**src/rtl/piso_serializer.sv**
```systemverilog
// Parallel-in/serial-out transmitter: valid/ready word in, one bit per clk out.
// Optional even-parity trailer bit is compiled in with `define PARITY_EN.
module piso_serializer #(
    parameter int WIDTH     = 8,
    parameter bit MSB_FIRST = 1'b1
) (
    input  logic             clk,
    input  logic             rst_n,
    input  logic             in_valid,
    output logic             in_ready,
    input  logic [WIDTH-1:0] in_data,
    output logic             dout,
    output logic             dout_valid,
    output logic             frame_start,
    output logic             busy
);

    localparam int CW = $clog2(WIDTH + 2);

`ifdef PARITY_EN
    typedef enum logic [1:0] {IDLE, SHIFT, PAR} state_t;
`else
    typedef enum logic {IDLE, SHIFT} state_t;
`endif

    state_t           r_state, w_state;
    logic [CW-1:0]    r_cnt, w_cnt;
    logic [WIDTH-1:0] r_sreg, w_sreg;
    logic             r_dout, w_dout;
    logic             r_dvld, w_dvld;
    logic             r_fs, w_fs;
    logic             w_last_data;
`ifdef PARITY_EN
    logic             r_par, w_par;
`endif

    function automatic logic first_bit(input logic [WIDTH-1:0] s);
        return MSB_FIRST ? s[WIDTH-1] : s[0];
    endfunction

    // Drops the bit just sent so the next one sits at the output end.
    function automatic logic [WIDTH-1:0] shift_out(input logic [WIDTH-1:0] s);
        return MSB_FIRST ? {s[WIDTH-2:0], 1'b0} : {1'b0, s[WIDTH-1:1]};
    endfunction

    assign w_last_data = (r_cnt == CW'(WIDTH));

    always_comb begin
        w_state  = r_state;
        w_cnt    = r_cnt;
        w_sreg   = r_sreg;
        w_dout   = 1'b0;
        w_dvld   = 1'b0;
        w_fs     = 1'b0;
        in_ready = 1'b0;
`ifdef PARITY_EN
        w_par    = r_par;
`endif
        case (r_state)
            IDLE: in_ready = 1'b1;
            SHIFT: begin
                if (!w_last_data) begin
                    w_dout = first_bit(r_sreg);
                    w_sreg = shift_out(r_sreg);
                    w_dvld = 1'b1;
                    w_cnt  = r_cnt + CW'(1);
                end else begin
`ifdef PARITY_EN
                    w_state = PAR;
                    w_dout  = r_par;
                    w_dvld  = 1'b1;
                    w_cnt   = r_cnt + CW'(1);
`else
                    in_ready = 1'b1;
                    w_state  = IDLE;
                    w_cnt    = '0;
`endif
                end
            end
`ifdef PARITY_EN
            PAR: begin
                in_ready = 1'b1;
                w_state  = IDLE;
                w_cnt    = '0;
            end
`endif
            default: begin
                w_state = IDLE;
                w_cnt   = '0;
            end
        endcase
        // A new word overrides the idle/wrap-up decision, giving zero-gap streaming.
        if (in_valid && in_ready) begin
            w_state = SHIFT;
            w_cnt   = CW'(1);
            w_dout  = first_bit(in_data);
            w_sreg  = shift_out(in_data);
            w_dvld  = 1'b1;
            w_fs    = 1'b1;
`ifdef PARITY_EN
            w_par   = ^in_data;
`endif
        end
    end

    always_ff @(posedge clk or negedge rst_n) begin
        if (!rst_n) begin
            r_state <= IDLE;
        end else begin
            r_state <= w_state;
        end
    end

    always_ff @(posedge clk or negedge rst_n) begin
        if (!rst_n) begin
            r_cnt  <= '0;
            r_sreg <= '0;
            r_dout <= 1'b0;
            r_dvld <= 1'b0;
            r_fs   <= 1'b0;
`ifdef PARITY_EN
            r_par  <= 1'b0;
`endif
        end else begin
            r_cnt  <= w_cnt;
            r_sreg <= w_sreg;
            r_dout <= w_dout;
            r_dvld <= w_dvld;
            r_fs   <= w_fs;
`ifdef PARITY_EN
            r_par  <= w_par;
`endif
        end
    end

    assign dout        = r_dout;
    assign dout_valid  = r_dvld;
    assign frame_start = r_fs;
    assign busy        = (r_state != IDLE);

endmodule

```
**config.mk**
```make
export PLATFORM = sky130hd
export DESIGN_NAME = piso_serializer
export DESIGN_NICKNAME = d
export VERILOG_FILES = /design/src/rtl/piso_serializer.sv
export SDC_FILE = /design/constraint.sdc
export NUM_CORES = 1
export LEC_CHECK = 0
export BUFFER_PORTS_ARGS = -buffer_cell sky130_fd_sc_hd__buf_2
export CORE_MARGIN = 8
export CORE_UTILIZATION = 40
export CTS_BUF_LIST = sky130_fd_sc_hd__clkbuf_4 sky130_fd_sc_hd__clkbuf_8
export DETAILED_ROUTE_END_ITERATION = 7
export GPL_TIMING_DRIVEN = 1
export PLACE_DENSITY = 0.76
export SLEW_MARGIN = 5
export SYNTH_ARGS = -nofsm -noshare
export SYNTH_HDL_FRONTEND = slang
export SYNTH_SLANG_ARGS = --single-unit
```
**constraint.sdc**
```tcl
create_clock -name clk -period 1.4 [get_ports clk]
set_input_delay 0.21 -clock clk [delete_from_list [all_inputs] [get_ports clk]]
set_output_delay 0.21 -clock clk [all_outputs]
set_load 0.02 [all_outputs]
```
==> metrics.csv, run 1 <==
metric;value;unit
r2r_end;r_sreg[5];
pin_count;16;
final_nets;97;
r2r_slack;-0.02;ns
layout_common_cells;14 x buf_2, 13 x dfrtp_1, 11 x mux2_2;
root_buffer;clkbuf_4;
htreeDepth;1;
insertedDiodeCount;0;
grt_pass1_wl;2.532;mm
grt_util_all_layers;9.896;%
cts_buffer_depth;2;
setup_viol;6;
pwr_density_cell;1998;nW/µm²
setup_ws;-0.02215;ns
synthesis.instances;59;
crit_arrival;1.21;ns
p_leak;0.4681;nW
cts_inserted_buffers;3;
antenna_found_initial;0;
ys_seq_elements;14;
drv_cap;0;
wl_per_cell;13.88;µm
place_congestion;0.8220;
vias_per_cell;5.200;
clkLatencyLatePin;0.29;ns
drive_above_1_share;53.01;%
crit_path_start;r_cnt[1];
final_common_cell;buf_2;
violations;negative setup slack;
fmax;0.7032;GHz
die_width;58.12;µm
hp-class;in2reg;
ir_worst_vdd;944.8;µV
ys_seq_area_share;49.38;%
r2r.worst_path.cells;6;
drc;0;
cts_tree;yes;
drtPass1Iterations;4;
period_needed;1.422;ns
endpoint;in_ready;
drv_slew;0;
dpl.hpwl;989.8;µm
synthesis.area;709.4;µm²
cts_sinks;14;
r2r-start;r_cnt[1];
crit_slowest_cell;dfrtp_1;
rsz0062_at_grt;true;
status;finished, violations left;
core;1689;µm²
required;1.19;ns
dieArea;3377;µm²
num_rows;15;
syn-num-nets;72;
drt-initial-drc-count;10;
slew_headroom;78.53;%
timing.setup.tns;-0.08367;ns
overflow;0;
finalPower;1.823;mW
grt_max_degree;16;
fill_cells;145;
crit_type;reg2out;
slowest_delay;0.40;ns
cp-end-kind;output port;
cp-start-kind;register;
avgSynthCellArea;12.02;µm²
numPortBuffers;15;
synth.distinct_cells;21;
fin_crit_sh;101.6;%
clk_transition_reported_paths;0.09;ns
hold_violations;0;
ys_warn_count;0;
cp_max_fo;3;
routed_wl;1.388;mm
fp.dieH;58.12;µm
grt_pass1_vias;572;
tightestPinTransition;0.3220;ns
post-place-ws;0.03899;ns
path_cells;inv_2 -> ha_4 -> nand3b_4 -> nand2_8 -> buf_6;
vias;520;
clock_skew;0.007152;ns
initial_core_util;42.00;%
ant_nets;0;
syn2layout_area_growth;28.57;%
-- Yosys cell counts --
cell	number	area, µm²
inv_1	3	11.26
mux2i_1	3	30.03
ha_1	2	25.02
a21oi_1	1	5.000
nor2_1	2	7.510
nand2_1	4	15.01
nand3_1	1	5.000
and2_1	1	6.260
a221o_1	1	10.01
buf_6	1	11.26
buf_4	1	7.510
buf_2	2	10.01
nor2b_1	2	12.51
mux2_2	11	123.9
nand2b_1	2	12.51
xor2_1	1	8.760
dfrtp_1	14	350.3
nand2_4	1	11.26
o21ai_0	4	20.02
o22ai_1	1	6.260
nand3b_4	1	20.02
-- worst min-delay path by stage --
stage	start	end	slack (ns)	depth (start not counted)
6_report	in_data[7]	dout	0.18	3
5_1_grt	in_data[7]	dout	0.19	3
4_1_cts	in_data[7]	dout	0.17	3
3_5_place_dp	rst_n	r_sreg[7]	0.13	1
3_3_place_gp	rst_n	frame_start	0.12	1
2_1_floorplan	rst_n	dout	-0.09	0
-- what timing repair did --
item                                   CTS  global route
hold buffers                             1             0
resized for setup                        6             1
pin swaps                                2             1
endpoints found under the hold margin   14             0
setup buffers                            4             1
setup endpoints to repair                1            11
-- worst max-delay path, delay by kind of cell, from the launching register on --
family        cells  cell delay [ns]
buf+inv           2             0.19
fa+ha+maj         1             0.14
flops             1             0.40
simple gates      2             0.19
-- kinds of logic after synthesis --
kind of cell | share of synthesized area [%]
AOI/OAI and AO/OA | 5.820
xor gates and xnor gates | 1.235
adders and majority gates | 3.527
buffers and inverters | 5.644
DFF | 49.38
muxes | 21.69
and+or+nand+nor | 12.70
-- flip-flops by register name, summed over array words and instances, names as in the netlist --
name	count
r_cnt	4
frame_start	1
r_sreg	7
dout	1
dout_valid	1
-- per-layer routing --
layer	global-route usage [%]	vias up	share of wire [%]	wire [µm]
li1	-	246	-	-
met1	10.65	253	40	550
met2	16.56	19	53	731
met3	3.532	2	6.7	93
met4	5.245	0	0.94	13
met5	0	-	0	0
-- power by group --
part	leakage, nW	internal [mW]	switching (mW)
registers	0.179	0.556	0.109
logic	0.268	0.483	0.373
clock network	0.0210	0.158	0.143
total	0.468	1.20	0.625
-- layout make-up --
cell class,instances,area (µm²),area share [%]
repair buffers,24,151.4,16.60
well taps,17,21.27,2.332
clock buffers,4,36.28,3.978
inverters,3,11.26,1.235
multi-input cells,38,340.3,37.31
flip-flops and latches,14,351.6,38.55
-- metrics by stage --
stage	hold slack [ns]	cell area, µm²	util (%)	instances
after global placement	0.1189	802.0	47.48	90
after global routing	0.1872	912.1	54.00	100
after detailed placement	0.1282	802.0	47.48	90
final	0.1787	912.1	54.00	100
after CTS	0.1717	903.4	53.48	99
after floorplan	-0.08559	715.7	-	59
Note: power is estimated with default switching activity, not from simulation.
==> run 2: changes to the inputs <==
--- a/config.mk
+++ b/config.mk
@@ -7,11 +7,11 @@
 export LEC_CHECK = 0
 export BUFFER_PORTS_ARGS = -buffer_cell sky130_fd_sc_hd__buf_2
 export CORE_MARGIN = 8
-export CORE_UTILIZATION = 40
+export CORE_UTILIZATION = 49
 export CTS_BUF_LIST = sky130_fd_sc_hd__clkbuf_4 sky130_fd_sc_hd__clkbuf_8
 export DETAILED_ROUTE_END_ITERATION = 7
 export GPL_TIMING_DRIVEN = 1
-export PLACE_DENSITY = 0.76
+export PLACE_DENSITY = 0.88
 export SLEW_MARGIN = 5
 export SYNTH_ARGS = -nofsm -noshare
 export SYNTH_HDL_FRONTEND = slang
==> metrics.csv, run 2 (synthesized netlist as in run 1, its figures left out) <==
metric;value;unit
initial_core_util;53.19;%
finalPower;1.865;mW
final_nets;101;
grt_pass1_vias;555;
htreeDepth;1;
required;1.19;ns
syn2layout_area_growth;31.92;%
vias_per_cell;5.149;
hold_ws;0.1884;ns
ant_nets;0;
slew_headroom;73.03;%
p_leak;0.4838;nW
grt_max_degree;16;
clock_skew;0.005661;ns
core;1334;µm²
fin_crit_sh;103.2;%
setup_viol;7;
post-place-ws;0.005774;ns
stdcell_count;101;
violations;negative setup slack;
dieArea;2921;µm²
place_area;792.0;µm²
pin_count;16;
setup_ws;-0.04546;ns
routed_wl;1.430;mm
cts_buffer_depth;2;
die_width;54.05;µm
crit_type;reg2out;
vias;520;
grt_pass1_wl;2.359;mm
dp.cells;87;
drc;0;
numPortBuffers;15;
cts_tree;yes;
layout_common_cells;14 x dfrtp_1, 14 x buf_2, 10 x mux2_2, 10 x buf_4;
insertedDiodeCount;0;
top_regs;r_sreg (7), r_cnt (4);
regMostFlops;r_sreg;
tightestPinTransition;0.4045;ns
period_needed;1.445;ns
drt-initial-drc-count;13;
num_rows;13;
pwr_density_cell;1992;nW/µm²
overflow;0;
dpl.hpwl;911.5;µm
hold_violations;0;
ir_worst_vdd;853.9;µV
cts_sinks;14;
hp-class;in2reg;
fmax;0.6918;GHz
finalInstanceArea;935.9;µm²
fp.dieH;54.05;µm
clkLatencyLatePin;0.27;ns
clk_transition_reported_paths;0.08;ns
crit_arrival;1.24;ns
cp-end-kind;output port;
drv_cap;0;
grt_util_all_layers;11.22;%
largest_register_ffs;7;
timing.setup.tns;-0.1465;ns
cp_max_fo;3;
place_congestion;0.6490;
drv_slew;0;
rsz0062_at_grt;true;
cp-start-kind;register;
wl_per_cell;14.16;µm
root_buffer;clkbuf_4;
drtPass1Iterations;4;
fin_util;70.17;%
status;finished, violations left;
antenna_found_initial;0;
drive_above_1_share;53.49;%
cts_inserted_buffers;3;
-- run 2: cell types whose count changed in the layout (fill, tap and decap cells not counted), sizes merged --
cell    previous run  this run
buf               23        27
clkbuf             4         3
-- run 2: worst max-delay path, cell delays in order, from the launching register on --
cell and delay (ns):
dfrtp_1 0.40, inv_2 0.10, ha_4 0.15, nand3b_4 0.11
nand2_8 0.09, buf_6 0.12
-- run 2: layout make-up --
class	count	area [µm²]
Timing Repair Buffer	28	188.9
Multi-Input combinational cell	38	344.1
Tap cell	15	18.77
Sequential cell	14	350.3
Fill cell	91	397.9
Clock buffer	3	22.52
Inverter	3	11.26
-- run 2: power by group --
| part | total [mW] | switching (mW) | internal (mW) |
|---|---|---|---|
| logic | 0.975 | 0.400 | 0.576 |
| clock network | 0.222 | 0.123 | 0.0996 |
| registers | 0.667 | 0.113 | 0.555 |
-- run 2: worst paths after layout --
path,startpoint,to,slack (ns),cells after the start
min in group asynchronous,rst_n,r_cnt[2],0.36,2
worst max register to register,r_cnt[0],r_sreg[7],-0.04,6
worst min register to register,r_sreg[4],r_sreg[5],0.51,1
worst max-delay path,r_cnt[0],in_ready,-0.05,5
max in group asynchronous,rst_n,r_cnt[1],0.80,2
worst min-delay path,in_data[7],dout,0.19,3
-- run 2: what timing repair did --
| action | CTS | global route |
|---|---|---|
| hold endpoints to repair | 14 | 0 |
| resized for setup | 3 | 6 |
| endpoints found under the setup margin | 5 | 8 |
| pin swaps | 1 | 1 |
| hold buffers | 1 | 0 |
| setup buffers | 9 | 2 |
-- run 2: routing by layer --
| layer | global-route usage [%] | part of all wire [%] |
|---|---|---|
| met1 | 12.04 | 43 |
| met2 | 17.76 | 49 |
| met3 | 4.132 | 5.7 |
| met4 | 8.197 | 1.5 |
| met5 | 0 | 0 |
